<file path="src/rtl/decoder.sv">
// rtl/decoder.sv - latched MIPS instruction register with combinational control decode
// Optional MDU instruction decode enabled by defining MDU_DECODE_EN.
module decoder (
    input  logic        clk,
    input  logic        reset,
    input  logic [31:0] Instr,
    input  logic        en,
    input  logic        flush,
    output logic [3:0]  MDUwrite,
    output logic [3:0]  MDUcal,
    output logic        start,
    output logic [1:0]  MDUread,
    output logic        RegWrite,
    output logic [1:0]  RegDst,
    output logic [3:0]  ALUop,
    output logic        ALUsrc,
    output logic        ExtOp,
    output logic        MemWrite,
    output logic        MemToReg,
    output logic [2:0]  NPCsel,
    output logic        illegal
);
    logic [31:0] instr_q;
    logic [5:0]  op;
    logic [5:0]  funct;
    logic        known;

    always_ff @(posedge clk or negedge reset) begin
        if (!reset) begin
            instr_q <= 32'h0;
        end else if (flush) begin
            instr_q <= 32'h0;
        end else if (en) begin
            instr_q <= Instr;
        end
    end

    assign op    = instr_q[31:26];
    assign funct = instr_q[5:0];

    always_comb begin
        MDUwrite = 4'd0;
        MDUcal   = 4'd0;
        MDUread  = 2'd0;
        RegWrite = 1'b0;
        RegDst   = 2'd0;
        ALUop    = 4'd0;
        ALUsrc   = 1'b0;
        ExtOp    = 1'b0;
        MemWrite = 1'b0;
        MemToReg = 1'b0;
        NPCsel   = 3'd0;
        known    = 1'b1;
        case (op)
            6'h00: begin
                case (funct)
                    6'h21: begin RegWrite = 1'b1; RegDst = 2'd1; ALUop = 4'd0; end
                    6'h23: begin RegWrite = 1'b1; RegDst = 2'd1; ALUop = 4'd1; end
                    6'h24: begin RegWrite = 1'b1; RegDst = 2'd1; ALUop = 4'd2; end
                    6'h25: begin RegWrite = 1'b1; RegDst = 2'd1; ALUop = 4'd3; end
                    6'h2A: begin RegWrite = 1'b1; RegDst = 2'd1; ALUop = 4'd4; end
                    6'h2B: begin RegWrite = 1'b1; RegDst = 2'd1; ALUop = 4'd5; end
                    6'h08: NPCsel = 3'd4;
`ifdef MDU_DECODE_EN
                    6'h10: begin MDUread = 2'd1; RegWrite = 1'b1; RegDst = 2'd1; end
                    6'h12: begin MDUread = 2'd2; RegWrite = 1'b1; RegDst = 2'd1; end
                    6'h11: MDUwrite = 4'd1;
                    6'h13: MDUwrite = 4'd2;
                    6'h18: MDUcal = 4'd1;
                    6'h19: MDUcal = 4'd2;
                    6'h1A: MDUcal = 4'd3;
                    6'h1B: MDUcal = 4'd4;
`endif
                    // Only the all-zero NOP is legal among the remaining funct codes
                    default: known = (instr_q == 32'h0);
                endcase
            end
            6'h0D: begin RegWrite = 1'b1; ALUop = 4'd3; ALUsrc = 1'b1; end
            6'h09: begin RegWrite = 1'b1; ALUop = 4'd0; ALUsrc = 1'b1; ExtOp = 1'b1; end
            6'h0F: begin RegWrite = 1'b1; ALUop = 4'd6; ALUsrc = 1'b1; end
            6'h23: begin RegWrite = 1'b1; ALUsrc = 1'b1; ExtOp = 1'b1; MemToReg = 1'b1; end
            6'h2B: begin MemWrite = 1'b1; ALUsrc = 1'b1; ExtOp = 1'b1; end
            6'h04: begin NPCsel = 3'd1; ALUop = 4'd1; ExtOp = 1'b1; end
            6'h05: begin NPCsel = 3'd2; ALUop = 4'd1; ExtOp = 1'b1; end
            6'h02: NPCsel = 3'd3;
            6'h03: begin NPCsel = 3'd3; RegWrite = 1'b1; RegDst = 2'd2; end
            default: known = 1'b0;
        endcase
        if (!known) begin
            MDUwrite = 4'd0;
            MDUcal   = 4'd0;
            MDUread  = 2'd0;
            RegWrite = 1'b0;
            RegDst   = 2'd0;
            ALUop    = 4'd0;
            ALUsrc   = 1'b0;
            ExtOp    = 1'b0;
            MemWrite = 1'b0;
            MemToReg = 1'b0;
            NPCsel   = 3'd0;
        end
    end

    assign start   = (MDUcal != 4'd0);
    assign illegal = ~known;

endmodule

</file>
<file path="config.mk">
export PLATFORM = sky130hd
export DESIGN_NAME = decoder
export DESIGN_NICKNAME = d
export VERILOG_FILES = /design/src/rtl/decoder.sv
export SDC_FILE = /design/constraint.sdc
export NUM_CORES = 1
export LEC_CHECK = 0
export CORE_MARGIN = 4
export CORE_UTILIZATION = 48
export DETAILED_ROUTE_END_ITERATION = 8
export PLACE_DENSITY = 0.92
export SETUP_SLACK_MARGIN = 0.05
export SKIP_CTS_REPAIR_TIMING = 1
export SYNTH_ARGS = -nofsm -noshare
export SYNTH_HDL_FRONTEND = slang
export SYNTH_SLANG_ARGS = --single-unit
</file>
<file path="constraint.sdc">
create_clock -name clk -period 5.1 [get_ports clk]
set_clock_uncertainty 0.15 [all_clocks]
set_input_delay 0.51 -clock clk [delete_from_list [all_inputs] [get_ports clk]]
set_output_delay 0.51 -clock clk [all_outputs]
set_load 0.05 [all_outputs]
</file>
==> results of run 1 <==
[through the flow]
| step | util, % | setup WS, ns |
|---|---|---|
| floorplan | - | 2.21 |
| global placement | 64.2 | 2.10 |
| detailed placement | 64.2 | 2.05 |
| CTS | 66.8 | 1.73 |
| global route | 66.8 | 1.63 |
| finish | 66.8 | 1.74 |
[layer usage]
| metal | part of all wire (%) | vias to the layer above | GRT usage, % |
|---|---|---|---|
| met2 | 47 | 77 | 27.3 |
| li1 | - | 703 | - |
| met5 | 0 | - | 0 |
| met1 | 42 | 661 | 23.5 |
| met4 | 1.8 | 0 | 8.19 |
| met3 | 9.1 | 8 | 3.73 |
[worst max-delay path: stages (launching register included)]
cell and delay [ns]:
sky130_fd_sc_hd__dfrtp_1 0.48, sky130_fd_sc_hd__or3_4 0.46, sky130_fd_sc_hd__or4_4 0.45, sky130_fd_sc_hd__nor2_4 0.13
sky130_fd_sc_hd__a31o_1 0.11, sky130_fd_sc_hd__clkdlybuf4s50_1 0.79
[cells in the mapped netlist, types with 2 or more instances]
library cell | count | share of area [%]
sky130_fd_sc_hd__o211ai_1 | 2 | 0.85
sky130_fd_sc_hd__or3_1 | 2 | 0.71
sky130_fd_sc_hd__nand3b_1 | 2 | 0.85
sky130_fd_sc_hd__buf_4 | 12 | 5.1
sky130_fd_sc_hd__buf_2 | 4 | 1.1
sky130_fd_sc_hd__dfrtp_1 | 32 | 46
sky130_fd_sc_hd__nand2_1 | 9 | 1.9
sky130_fd_sc_hd__clkbuf_1 | 8 | 1.7
sky130_fd_sc_hd__a21oi_1 | 4 | 1.1
sky130_fd_sc_hd__mux2i_1 | 33 | 19
sky130_fd_sc_hd__nor2_1 | 39 | 8.3
sky130_fd_sc_hd__inv_1 | 3 | 0.64
sky130_fd_sc_hd__nand3_1 | 3 | 0.85
sky130_fd_sc_hd__nor4_1 | 9 | 3.2
sky130_fd_sc_hd__o22ai_1 | 3 | 1.1
sky130_fd_sc_hd__nor2b_1 | 3 | 1.1
[where the power goes]
group / internal (mW) / switching [mW]
Sequential: 0.268 / 0.0159
Combinational: 0.0595 / 0.0790
Clock: 0.110 / 0.0870
[cells by family (layout without fill, tap and decap cells)]
| logic type | after synthesis | in the layout |
|---|---|---|
| DFF | 32 | 32 |
| buffers and inverters | 27 | 61 |
| AOI/OAI and AO/OA | 16 | 16 |
| other | 1 | 12 |
| and+or+nand+nor | 74 | 74 |
| muxes | 34 | 34 |
[final cells by class]
| type | count | share of cell area (%) |
|---|---|---|
| Multi-Input combinational cell | 136 | 36.8 |
| Sequential cell | 32 | 34.8 |
| Timing Repair Buffer | 50 | 21.4 |
| Clock buffer | 8 | 3.92 |
| Tap cell | 46 | 2.50 |
| Inverter | 3 | 0.490 |
[worst max-delay path by stage]
stage | from | end | slack [ns] | depth (start not counted)
2_1_floorplan | instr_q[27]$_DFFE_PN0P_ | MemToReg | 2.21 | 3
3_3_place_gp | instr_q[29]$_DFFE_PN0P_ | RegWrite | 2.10 | 5
3_5_place_dp | instr_q[29]$_DFFE_PN0P_ | RegWrite | 2.05 | 5
4_1_cts | instr_q[29]$_DFFE_PN0P_ | RegWrite | 1.73 | 5
5_1_grt | instr_q[29]$_DFFE_PN0P_ | RegWrite | 1.63 | 5
6_report | instr_q[29]$_DFFE_PN0P_ | RegWrite | 1.74 | 5
==> summary.md, run 1 <==
The beginning of the worst register-to-register path is instr_q[28]$_DFFE_PN0P_. The port buffer count was 49. Summing the areas of all xor and xnor instances in the mapped netlist gives 0% of the synthesized area.

Kind of end point of the critical path: an output pin. In this run the register-to-register setup slack is 4.06 ns. After detailed routing, the number of remaining DRC violations is 0. The logs give 51.1% for the initial core utilization and 184 for the cell count after synthesis.

The worst endpoint required time was 4.44 ns. The logs give 2.86 mm for the estimated wirelength of the detail-placed design and 0 for the total of max-cap violations. The worst hold path was traced through 2 stages. Leaving out fill and tap cells, the most frequent cell in the layout is sky130_fd_sc_hd__clkdlybuf4s50_1. Once detail routing completed, the nets flagged for antenna violations numbered 0.

The average instance in the mapped netlist occupies 9.55 µm². The min-delay analysis places its worst path in the category reg2reg. For the worst setup path, the data arrival time is 2.70 ns. Total power consumption of the routed design: 0.620 mW. Cell count after placement: 267. The library cells used most frequently in the layout, excluding fill and tap cells, are sky130_fd_sc_hd__clkdlybuf4s50_1 (48), sky130_fd_sc_hd__nor2_1 (39), sky130_fd_sc_hd__mux2i_1 (33). For this run, the post-layout net count is 264.

The run finished with clean final reports. The row count is 21. At the end of routability-driven placement, the weighted congestion stood at 0.820. Sequential elements use 45.6% of the synthesized area. For the pin with the worst max-slew slack, the measured transition is 1.11 ns. The post-synthesis compound-gate area fraction works out to 5.91%. Number of global-route vias before repair: 1,271. For the number of antenna violations at the first check in global routing, the log shows 0. TritonCTS built the clock tree. The cell depth of the worst flop-to-flop path is 2, and the power density normalized to cell area is 269 mW/mm². The register with the most flip-flops in the layout has 32 of them. The worst hold path terminates at instr_q[24]$_DFFE_PN0P_. The Yosys step of the flow raised 0 warnings. The tools report the capturing point of the worst reg2reg path as instr_q[28]$_DFFE_PN0P_. The first detailed-routing pass took 5 iterations. With fillers left out, the area of the finished cells amounts to 0.00230 mm². The post-synthesis instance area is 0.00176 mm², and the post-detailed-route via-to-cell ratio is 5.27. In the final layout, flip-flops and latches occupy 801 µm². In the final routed layout, each cell accounts on average for 14.0 µm.

In this run, CTS created clock tree buffers numbering 5. The total global-route track usage was 17.6%; the area added between synthesis and finish was 30.8%. The register with the most flip-flops in the final layout is instr_q. The proportion of layout cells with a drive suffix above 1 is 5.24%. The routed layout has 1,449 vias. Largest fanout on the critical path: 11.

For the area of the multi-input gates, the log shows 847 µm². After detailed placement, the total cell area comes to 0.00221 mm². The floorplan step set the die height to 68.5 µm.

Clock latency reported for the late side of the worst-skew pair: 0.28 ns. Setup violations remaining at the end of the flow were counted as 0. The mux cell area share after synthesis was 19.4%. The worst IR drop on VDD is 0.221 mV, and the number of filler cells placed in the layout is 288. Critical path class: reg2out. After global routing the overflow that remains totals 0. The width of the die works out to 68.5 µm.

Measured against its own limit, the worst slew margin works out to 26.1%. Setup repair after global routing left no endpoint under its margin. For this design the static power due to leakage is 1.04 nW. The arithmetic-cell share of the synthesized area counting full adders, half adders and majority gates was 0%; the post-synthesis register bit count was 32.

The largest net degree at the start of global routing is 33, and the count of final max-slew check failures is 0. On the final layout, the worst hold slack is 0.370 ns. Wires add up to 3.84 mm.

Startpoint type of the worst setup path: a flop. The tools report the cell at the root of the clock tree as sky130_fd_sc_hd__clkbuf_8. Start point of the worst hold path: instr_q[24]$_DFFE_PN0P_. The post-layout minimum cycle time is 3.36 ns, and the number of sinks driven by the clock tree is 32.

Static timing analysis puts the maximum clock frequency at 0.297 GHz. The clock passes through at most 2 buffers. The number of design-rule violations left by the first detailed-router iteration was 122.

The synthesized netlist devotes 20.3% of its cell area to simple gates. The number of enable-type register cells in the synthesized netlist came out at 0. The proportion of synthesized flip-flops having asynchronous set or reset was 100%.

The hold violation count in the final report was 0; the final cell count without fillers was 275. Largest family of logic cells by synthesized area: simple AND/OR/NAND/NOR gates. During I/O placement, the number of pins put on the boundary was 62. The number of H-tree levels came out at 2.

The repair_antennas step left the layout with diodes totalling 0. The die covers 0.00469 mm². Clock-pin slew of the registers on the worst-case setup and hold paths: 0.06 ns. The count of different cell masters after synthesis was 32. The most used flip-flop cell after synthesis is sky130_fd_sc_hd__dfrtp_1. The largest registers in the layout are instr_q: 32 flops. The core outline area is 0.00344 mm², and the summed negative setup slack over all endpoints is 0 ns.

The final cycle utilization of the critical path was 65.9%. The wire length of the first global-routing pass was 6.04 mm.
Note: power is estimated with default switching activity, not from simulation.
==> run 2, diff against run 1 <==
--- a/config.mk
+++ b/config.mk
@@ -6,9 +6,9 @@
 export NUM_CORES = 1
 export LEC_CHECK = 0
 export CORE_MARGIN = 4
-export CORE_UTILIZATION = 48
+export CORE_UTILIZATION = 45
 export DETAILED_ROUTE_END_ITERATION = 8
-export PLACE_DENSITY = 0.92
+export PLACE_DENSITY = 0.87
 export SETUP_SLACK_MARGIN = 0.05
 export SKIP_CTS_REPAIR_TIMING = 1
 export SYNTH_ARGS = -nofsm -noshare
==> constraint.sdc (replaced) <==
create_clock -name clk -period 3.1 [get_ports clk]
set_clock_uncertainty 0.15 [all_clocks]
set_input_delay 0.31 -clock clk [delete_from_list [all_inputs] [get_ports clk]]
set_output_delay 0.31 -clock clk [all_outputs]
set_load 0.05 [all_outputs]
==> summary.md, run 2 (synthesized netlist as in run 1, its figures left out) <==
The flow ran to the end, and the final reports show no timing, DRC or antenna violations. The routed design could run at a clock period as short as 2.93 ns. The tools report the core outline area as 0.00372 mm² (+8.0%). The worst setup path is launched from a flop.

Leaving out fill and tap cells, the most frequent cell in the layout is sky130_fd_sc_hd__clkdlybuf4s50_1. Critical path class: reg2out. For the total I/O pin count, the log shows 62 (unchanged). Count of inserted antenna diode cells: 0 (unchanged).

The run gives 0.00222 mm² (+0.45%) as the post-place instance area. The full die area is 0.00497 mm² (+5.9%). Worst IR drop on VDD: 0.318 mV (+44%). The path category of the worst min-delay check is in2async. The tools report the number of H-tree levels as 2 (unchanged).

The transition at the pin with the smallest max-transition slack works out to 0.915 ns (-0.190 ns). The DRC violation count after routing is 0 (unchanged), and the final setup violation count is 0 (unchanged). The initial core utilization is 47.3% (-3.8 points), and the proportion of layout cells with a drive suffix above 1 is 7.36% (+2.1 points).

The number of antenna-violating nets in the routed design was 0 (unchanged). The average wire per standard cell was 13.5 µm (-3.0%); the number of sinks driven by the clock tree was 32 (unchanged). The vertical die dimension works out to 70.5 µm (+2.9%). Number of search-and-repair iterations in the first detailed-routing pass: 4 (-1). The number of design-rule violations left by the first detailed-router iteration is 96 (-21%), and the flip-flop count of the largest register after layout is 32 (unchanged). For the total global-route track usage, the log shows 16.3% (-1.3 points).

The slowest stage of the critical path belongs to the cell sky130_fd_sc_hd__clkdlybuf4s50_1. The cell at the root of the clock tree was sky130_fd_sc_hd__clkbuf_8. In this design, the largest share of critical-path delay is due to buffers and inverters. The hold violation count in the final report is 0 (unchanged). The relative max-transition margin was 39.0% (+13 points); the stage delay of the slowest cell on the critical path was 0.83 ns (+0.04 ns). Clock-pin slew of the registers on the worst-case setup and hold paths: 0.06 ns (about the same). The worst endpoint required time was 2.64 ns (-1.80 ns); the total grt overflow was 0 (unchanged). The number of global-route vias before repair came out at 1,494 (+18%). In this run the worst setup path begins at instr_q[28]$_DFFE_PN0P_. For the total clock buffers created by CTS, the log shows 5 (unchanged). The estimated wirelength of the detail-placed design was 2.83 mm (-1.0%).

The critical path goes through nand2b_1, a32oi_1, o22ai_1, a22oi_1, clkdlybuf4s50_1. The area added between synthesis and finish was 31.8%. Setup repair after global routing left no endpoint under its margin. The most critical setup path has its endpoint at illegal. Area of all placed cells without fillers: 0.00232 mm² (+0.76%). For the row count, the log shows 22 (+4.8%). Counting flops per register, the top entry is instr_q. The total of max-cap violations is 0 (unchanged). The run gives 1,453 (+0.28%) as the detailed-route via count.

The arrival time at the worst endpoint was 2.47 ns (-0.23 ns). The logs give 2.09 ns (-1.97 ns) for the internal reg-to-reg setup slack and 0.341 GHz for the highest achievable clock rate. The net count of the finished layout came out at 266 (+0.76%). The tools report the kind of end point of the critical path as an output pin. The largest fanout on the critical path is 12 (+1). The tools report the summed negative setup slack over all endpoints as 0 ns (unchanged). The library cells used most frequently in the layout, excluding fill and tap cells, are sky130_fd_sc_hd__clkdlybuf4s50_1 (42), sky130_fd_sc_hd__nor2_1 (39), sky130_fd_sc_hd__mux2i_1 (33).

The post-detailed-route via-to-cell ratio works out to 5.21 (-1.2%). The capturing point of the worst reg2reg path was instr_q[28]$_DFFE_PN0P_. The critical path buffer and inverter count was 1 (unchanged). The final wirelength came out at 3.78 mm (-1.6%). The largest net degree at the start of global routing was 33 (unchanged); the number of stages on the worst setup path was 5 (unchanged). The beginning of the worst register-to-register path was instr_q[28]$_DFFE_PN0P_. The run gives 1.11 nW (+6.8%) as the leakage dissipation. TritonCTS built the clock tree. The number of antenna violations at the first check in global routing came out at 0 (unchanged). The run gives 0 (unchanged) as the count of final max-slew check failures. The largest registers in the layout are instr_q: 32 flops. The clock latency reported for the late side of the worst-skew pair came out at 0.27 ns (about the same).

The run gives 2 (unchanged) as the maximum count of clock buffers along a single path. The power density normalized to cell area is 437 mW/mm² (+62%). The tools report the final-layout worst hold slack as 0.272 ns (-0.0980 ns).

The worst path uses 94.5% of the clock period. The final worst-path setup slack was 0.170 ns (-1.57 ns); the final RePlAce weighted congestion was 0.820 (about the same). Port buffer count: 49 (unchanged). The cell depth of the worst flop-to-flop path was 2 (unchanged); the post-placement worst setup slack was 0.328 ns (-1.72 ns). The width of the die is 70.5 µm (+2.9%), and the wire length of the first global-routing pass is 6.58 mm (+8.8%).
-- run 2: cell count changes in the layout (fill, tap and decap cells not counted), sizes merged --
cell	delta
buf	+5
dlymetal6s2s	+3
clkdlybuf4s50	-6
-- run 2: worst min path at each step --
stage / to
final: instr_q[8]$_DFFE_PN0P_
after global routing: instr_q[8]$_DFFE_PN0P_
after CTS: instr_q[8]$_DFFE_PN0P_
after detailed placement: instr_q[14]$_DFFE_PN0P_
after global placement: instr_q[14]$_DFFE_PN0P_
after floorplan: instr_q[0]$_DFFE_PN0P_
-- run 2: area by class of cell --
cell class / instances / area [µm²]
well taps: 48 / 60.1
multi-input cells: 136 / 847
fillers: 339 / 1400
clock buffers: 8 / 90.1
inverters: 3 / 11.3
repair buffers: 52 / 508
flip-flops and latches: 32 / 801
-- run 2: where the power goes --
| group | total [mW] | internal [mW] | switching (mW) | leakage, nW |
|---|---|---|---|---|
| logic | 0.231 | 0.0990 | 0.132 | 0.641 |
| clock network | 0.316 | 0.181 | 0.136 | 0.0455 |
| registers | 0.466 | 0.441 | 0.0242 | 0.425 |
-- run 2: metal layers --
layer,vias up,track usage [%],routed length [µm]
met1,670,20.0,1630
met2,74,26.8,1740
li1,703,-,-
met4,0,5.32,40
met3,6,5.61,368
met5,-,0,0
-- run 2: stage by stage --
stage                     instances  power [mW]  utilization (%)
after floorplan                 195       0.628                -
after CTS                       279        1.03             62.2
after detailed placement        271       0.704             59.7
after global placement          271       0.698             59.7
final                           279        1.01             62.4
after global routing            279        1.06             62.4
-- run 2: worst reg2reg max path: stages (launching register included) --
cell and delay (ns):
sky130_fd_sc_hd__dfrtp_1 0.51, sky130_fd_sc_hd__mux2i_1 0.18, sky130_fd_sc_hd__nor2_1 0.05
==> run 3, diff against run 2 <==
--- a/config.mk
+++ b/config.mk
@@ -5,8 +5,9 @@
 export SDC_FILE = /design/constraint.sdc
 export NUM_CORES = 1
 export LEC_CHECK = 0
+export ABC_AREA = 1
 export CORE_MARGIN = 4
-export CORE_UTILIZATION = 45
+export CORE_UTILIZATION = 46
 export DETAILED_ROUTE_END_ITERATION = 8
 export PLACE_DENSITY = 0.87
 export SETUP_SLACK_MARGIN = 0.05
==> summary.md, run 3 <==
Counting stages on the worst path, the most repeated cell is sky130_fd_sc_hd__nor2_1. The logs give 48.0% (+0.64 points) for the initial core utilization and 0 (unchanged) for the count of inserted antenna diode cells. The tools report the relative max-transition margin as 40.6% (+1.6 points). For the net count of the finished layout, the log shows 315 (+18%). The post-placement worst setup slack came out at 0.754 ns (+0.426 ns). The tools report the summed negative setup slack over all endpoints as 0 ns (unchanged). The post-synthesis register bit count was 32 (unchanged). The most frequent cell after synthesis is sky130_fd_sc_hd__nand3_1.

After synthesis, the largest family of logic cells by area is simple AND/OR/NAND/NOR gates. The post-synthesis compound-gate area fraction works out to 16.6% (+11 points). The signal on the critical path passes through inv_1, nor2_1, nand3_1, nand3_2, nor2_1, nand2_1, a21oi_2, clkdlybuf4s50_1.

The number of enable-type register cells in the synthesized netlist is 0 (unchanged), and the number of antenna-violating nets in the routed design is 0 (unchanged). Average size of a mapped cell: 8.33 µm² (-13%). The run gives 60 (-38%) as the number of design-rule violations left by the first detailed-router iteration. The stage delay of the slowest cell on the critical path works out to 0.81 ns (-0.02 ns). Counting flops per register, the top entry is instr_q. For the total of max-cap violations, the log shows 0 (unchanged).

The tools report the leakage dissipation as 1.16 nW (+4.2%). The setup path with the least slack is of type reg2out. The width of the die is 72.8 µm (+3.3%), and the total global-route track usage is 16.6% (+0.28 points). The combinational share of power was 23.8% (+1.0 points). The largest total area in the synthesized netlist belongs to sky130_fd_sc_hd__dfrtp_1. The cell with the biggest individual delay on the critical path is sky130_fd_sc_hd__clkdlybuf4s50_1. Startpoint type of the worst setup path: a flop. The kind of cell adding the most delay to the critical path is buffers and inverters. Wire length of the first global-routing pass: 6.78 mm (+3.0%).

The post-layout minimum cycle time works out to 2.66 ns (-0.274 ns). The hold violation count in the final report is 0 (unchanged). The number of H-tree levels came out at 2 (unchanged).

The logs give 62 (unchanged) for the total I/O pin count and 0.00239 mm² (+7.7%) for the post-place instance area. In the layout the commonest cells are sky130_fd_sc_hd__clkdlybuf4s50_1 (49), sky130_fd_sc_hd__nand3_1 (38), sky130_fd_sc_hd__inv_1 (36). The switching power share of the total came out at 31.3% (+2.5 points).

The most frequent standard cell in the layout excluding fill and tap cells is sky130_fd_sc_hd__clkdlybuf4s50_1. TritonCTS built the clock tree. For the arrival time at the worst endpoint, the log shows 2.20 ns (-0.27 ns). The total grt overflow was 0 (unchanged). The proportion of layout cells with a drive suffix above 1 is 21.1% (+14 points), and the Yosys warning count is 0 (unchanged). Mux cell area share after synthesis: 0% (-19 points). The number of search-and-repair iterations in the first detailed-routing pass was 4 (unchanged).

The area of all placed cells without fillers was 0.00248 mm² (+7.1%); the transition at the pin with the smallest max-transition slack was 0.890 ns (-0.0249 ns). The path category of the worst min-delay check is in2async. The worst endpoint required time was 2.64 ns (about the same). The count of final max-slew check failures came out at 0 (unchanged). For the count of different cell masters after synthesis, the log shows 26 (-19%).

By count the netlist is led by sky130_fd_sc_hd__nand3_1 (38), sky130_fd_sc_hd__inv_1 (36), sky130_fd_sc_hd__dfrtp_1 (32). The tools report the kind of end point of the critical path as an output pin. The logs give 32 (unchanged) for the number of sinks driven by the clock tree and 31.7% (+0.4 points) for the relative contribution of the clock network to total power. The simple-gate share of the synthesized area is 25.9% (+5.6 points). The run finished with clean final reports.

The internal power contribution came out at 0.707 mW (-1.9%). The vertical die dimension works out to 72.8 µm (+3.3%). The final RePlAce weighted congestion was 0.840 (+2.4%); the cell count after synthesis was 232 (+26%).

The share of synthesized area occupied by flip-flops and latches was 41.5% (-4.1 points). The number of filler cells placed in the layout was 353 (+4.1%); the highest achievable clock rate was 0.377 GHz (+10%). The proportion of synthesized flip-flops having asynchronous set or reset is 100% (unchanged), and the largest fanout on the critical path is 4 (-8).

Arithmetic-cell share of the synthesized area counting full adders, half adders and majority gates: 0% (unchanged). Power density normalized to cell area: 415 mW/mm² (-5.1%). The logs give 0 (unchanged) for the final setup violation count and 0.00403 mm² (+8.4%) for the core outline area.

The xor-xnor portion of the synthesized cell area is 0% (unchanged). The tools report the detailed-route via count as 1,592 (+9.6%). The clock latency reported for the late side of the worst-skew pair is 0.28 ns (about the same), and the critical path buffer and inverter count is 2 (+1). The logs give 0 (unchanged) for the number of antenna violations at the first check in global routing and 2 (unchanged) for the maximum count of clock buffers along a single path. Ranked by total cell area, the synthesized netlist is headed by sky130_fd_sc_hd__dfrtp_1 (41%), sky130_fd_sc_hd__o21ai_2 (14%), sky130_fd_sc_hd__nand3_1 (9.8%). For the number of global-route vias before repair, the log shows 1,578 (+5.6%). Flip-flop count of the largest register after layout: 32 (unchanged). Share of the synthesized area in the top cell type: 41.5% (-4.1 points).

The tools report the proportion of power drawn by flip-flops and latches as 44.4% (-1.6 points). In the final layout, the registers with the most flip-flops are instr_q: 32 flops. The final wirelength was 3.93 mm (+3.9%). The run gives 0.444 ns (+0.274 ns) as the final worst-path setup slack. For the full die area, the log shows 0.00530 mm² (+6.6%). The post-detailed-route via-to-cell ratio is 4.82 (-7.4%), and the DRC violation count after routing is 0 (unchanged). The post-synthesis instance area is 0.00193 mm² (+9.9%).

In the synthesized netlist the dominant register cell turns out to be sky130_fd_sc_hd__dfrtp_1. The switching power total came out at 0.322 mW (+10%). The clock-pin slew of the registers on the worst-case setup and hold paths is 0.06 ns (about the same). Setup repair after global routing left no endpoint under its margin. The worst IR drop on VDD came out at 0.259 mV (-18%).

The tree is rooted in a sky130_fd_sc_hd__clkbuf_8. The estimated wirelength of the detail-placed design is 2.97 mm (+4.8%), and the port buffer count is 49 (unchanged). Largest net degree at the start of global routing: 34 (+3.0%). The final cycle utilization of the critical path came out at 85.7% (-8.8 points). The row count is 23 (+4.5%), and the area added between synthesis and finish is 28.5%. The average wire per standard cell was 11.9 µm (-12%); the final-layout worst hold slack was 0.270 ns (-0.00201 ns).

The tools report the total clock buffers created by CTS as 5 (unchanged).
## run 3: final cells by class
cell class	count	area, µm²	area share [%]
Clock buffer	6	82.6	3.33
Clock inverter	2	10.0	0.403
Inverter	41	154	6.20
Multi-Input combinational cell	148	867	34.9
Sequential cell	32	801	32.3
Tap cell	50	62.6	2.52
Timing Repair Buffer	51	505	20.4
## run 3: logic make-up (layout without fill, tap and decap cells)
logic type	Yosys count	after routing
AND/OR/NAND/NOR	96	96
buffers and inverters	63	100
other	1	12
AO/OA/AOI/OAI	40	40
flip-flops	32	32
## run 3: worst paths after layout
| kind | from | endpoint | slack [ns] | depth (start not counted) |
|---|---|---|---|---|
| hold / removal | reset | instr_q[15]$_DFFE_PN0P_ | 0.27 | 2 |
| min in group clk | instr_q[14]$_DFFE_PN0P_ | instr_q[14]$_DFFE_PN0P_ | 0.37 | 2 |
| max in group asynchronous | reset | instr_q[19]$_DFFE_PN0P_ | 2.24 | 2 |
| hold reg to reg | instr_q[14]$_DFFE_PN0P_ | instr_q[14]$_DFFE_PN0P_ | 0.37 | 2 |
| setup / recovery | instr_q[3]$_DFFE_PN0P_ | illegal | 0.44 | 8 |
| setup reg to reg | instr_q[26]$_DFFE_PN0P_ | instr_q[26]$_DFFE_PN0P_ | 2.16 | 2 |
## run 3: routing by layer
layer  GRT usage, %  routed length (µm)
met5              0                   0
met4           6.76                  64
met1           18.8                1640
met3           5.23                 315
met2           28.8                1900
## run 3: per-stage QoR
stage | power (mW) | std cells | util (%)
2_1_floorplan | 0.639 | 243 | -
3_3_place_gp | 0.706 | 322 | 59.3
3_5_place_dp | 0.712 | 322 | 59.3
4_1_cts | 1.04 | 330 | 61.6
5_1_grt | 1.08 | 330 | 61.6
6_report | 1.03 | 330 | 61.6
## run 3: power groups by stage
stage	Combinational, mW	Sequential (mW)	Clock [mW]
floorplan	0.177	0.462	0
finish	0.245	0.457	0.327
global placement	0.243	0.463	0
CTS	0.248	0.457	0.338
global route	0.269	0.460	0.353
detailed placement	0.247	0.465	0
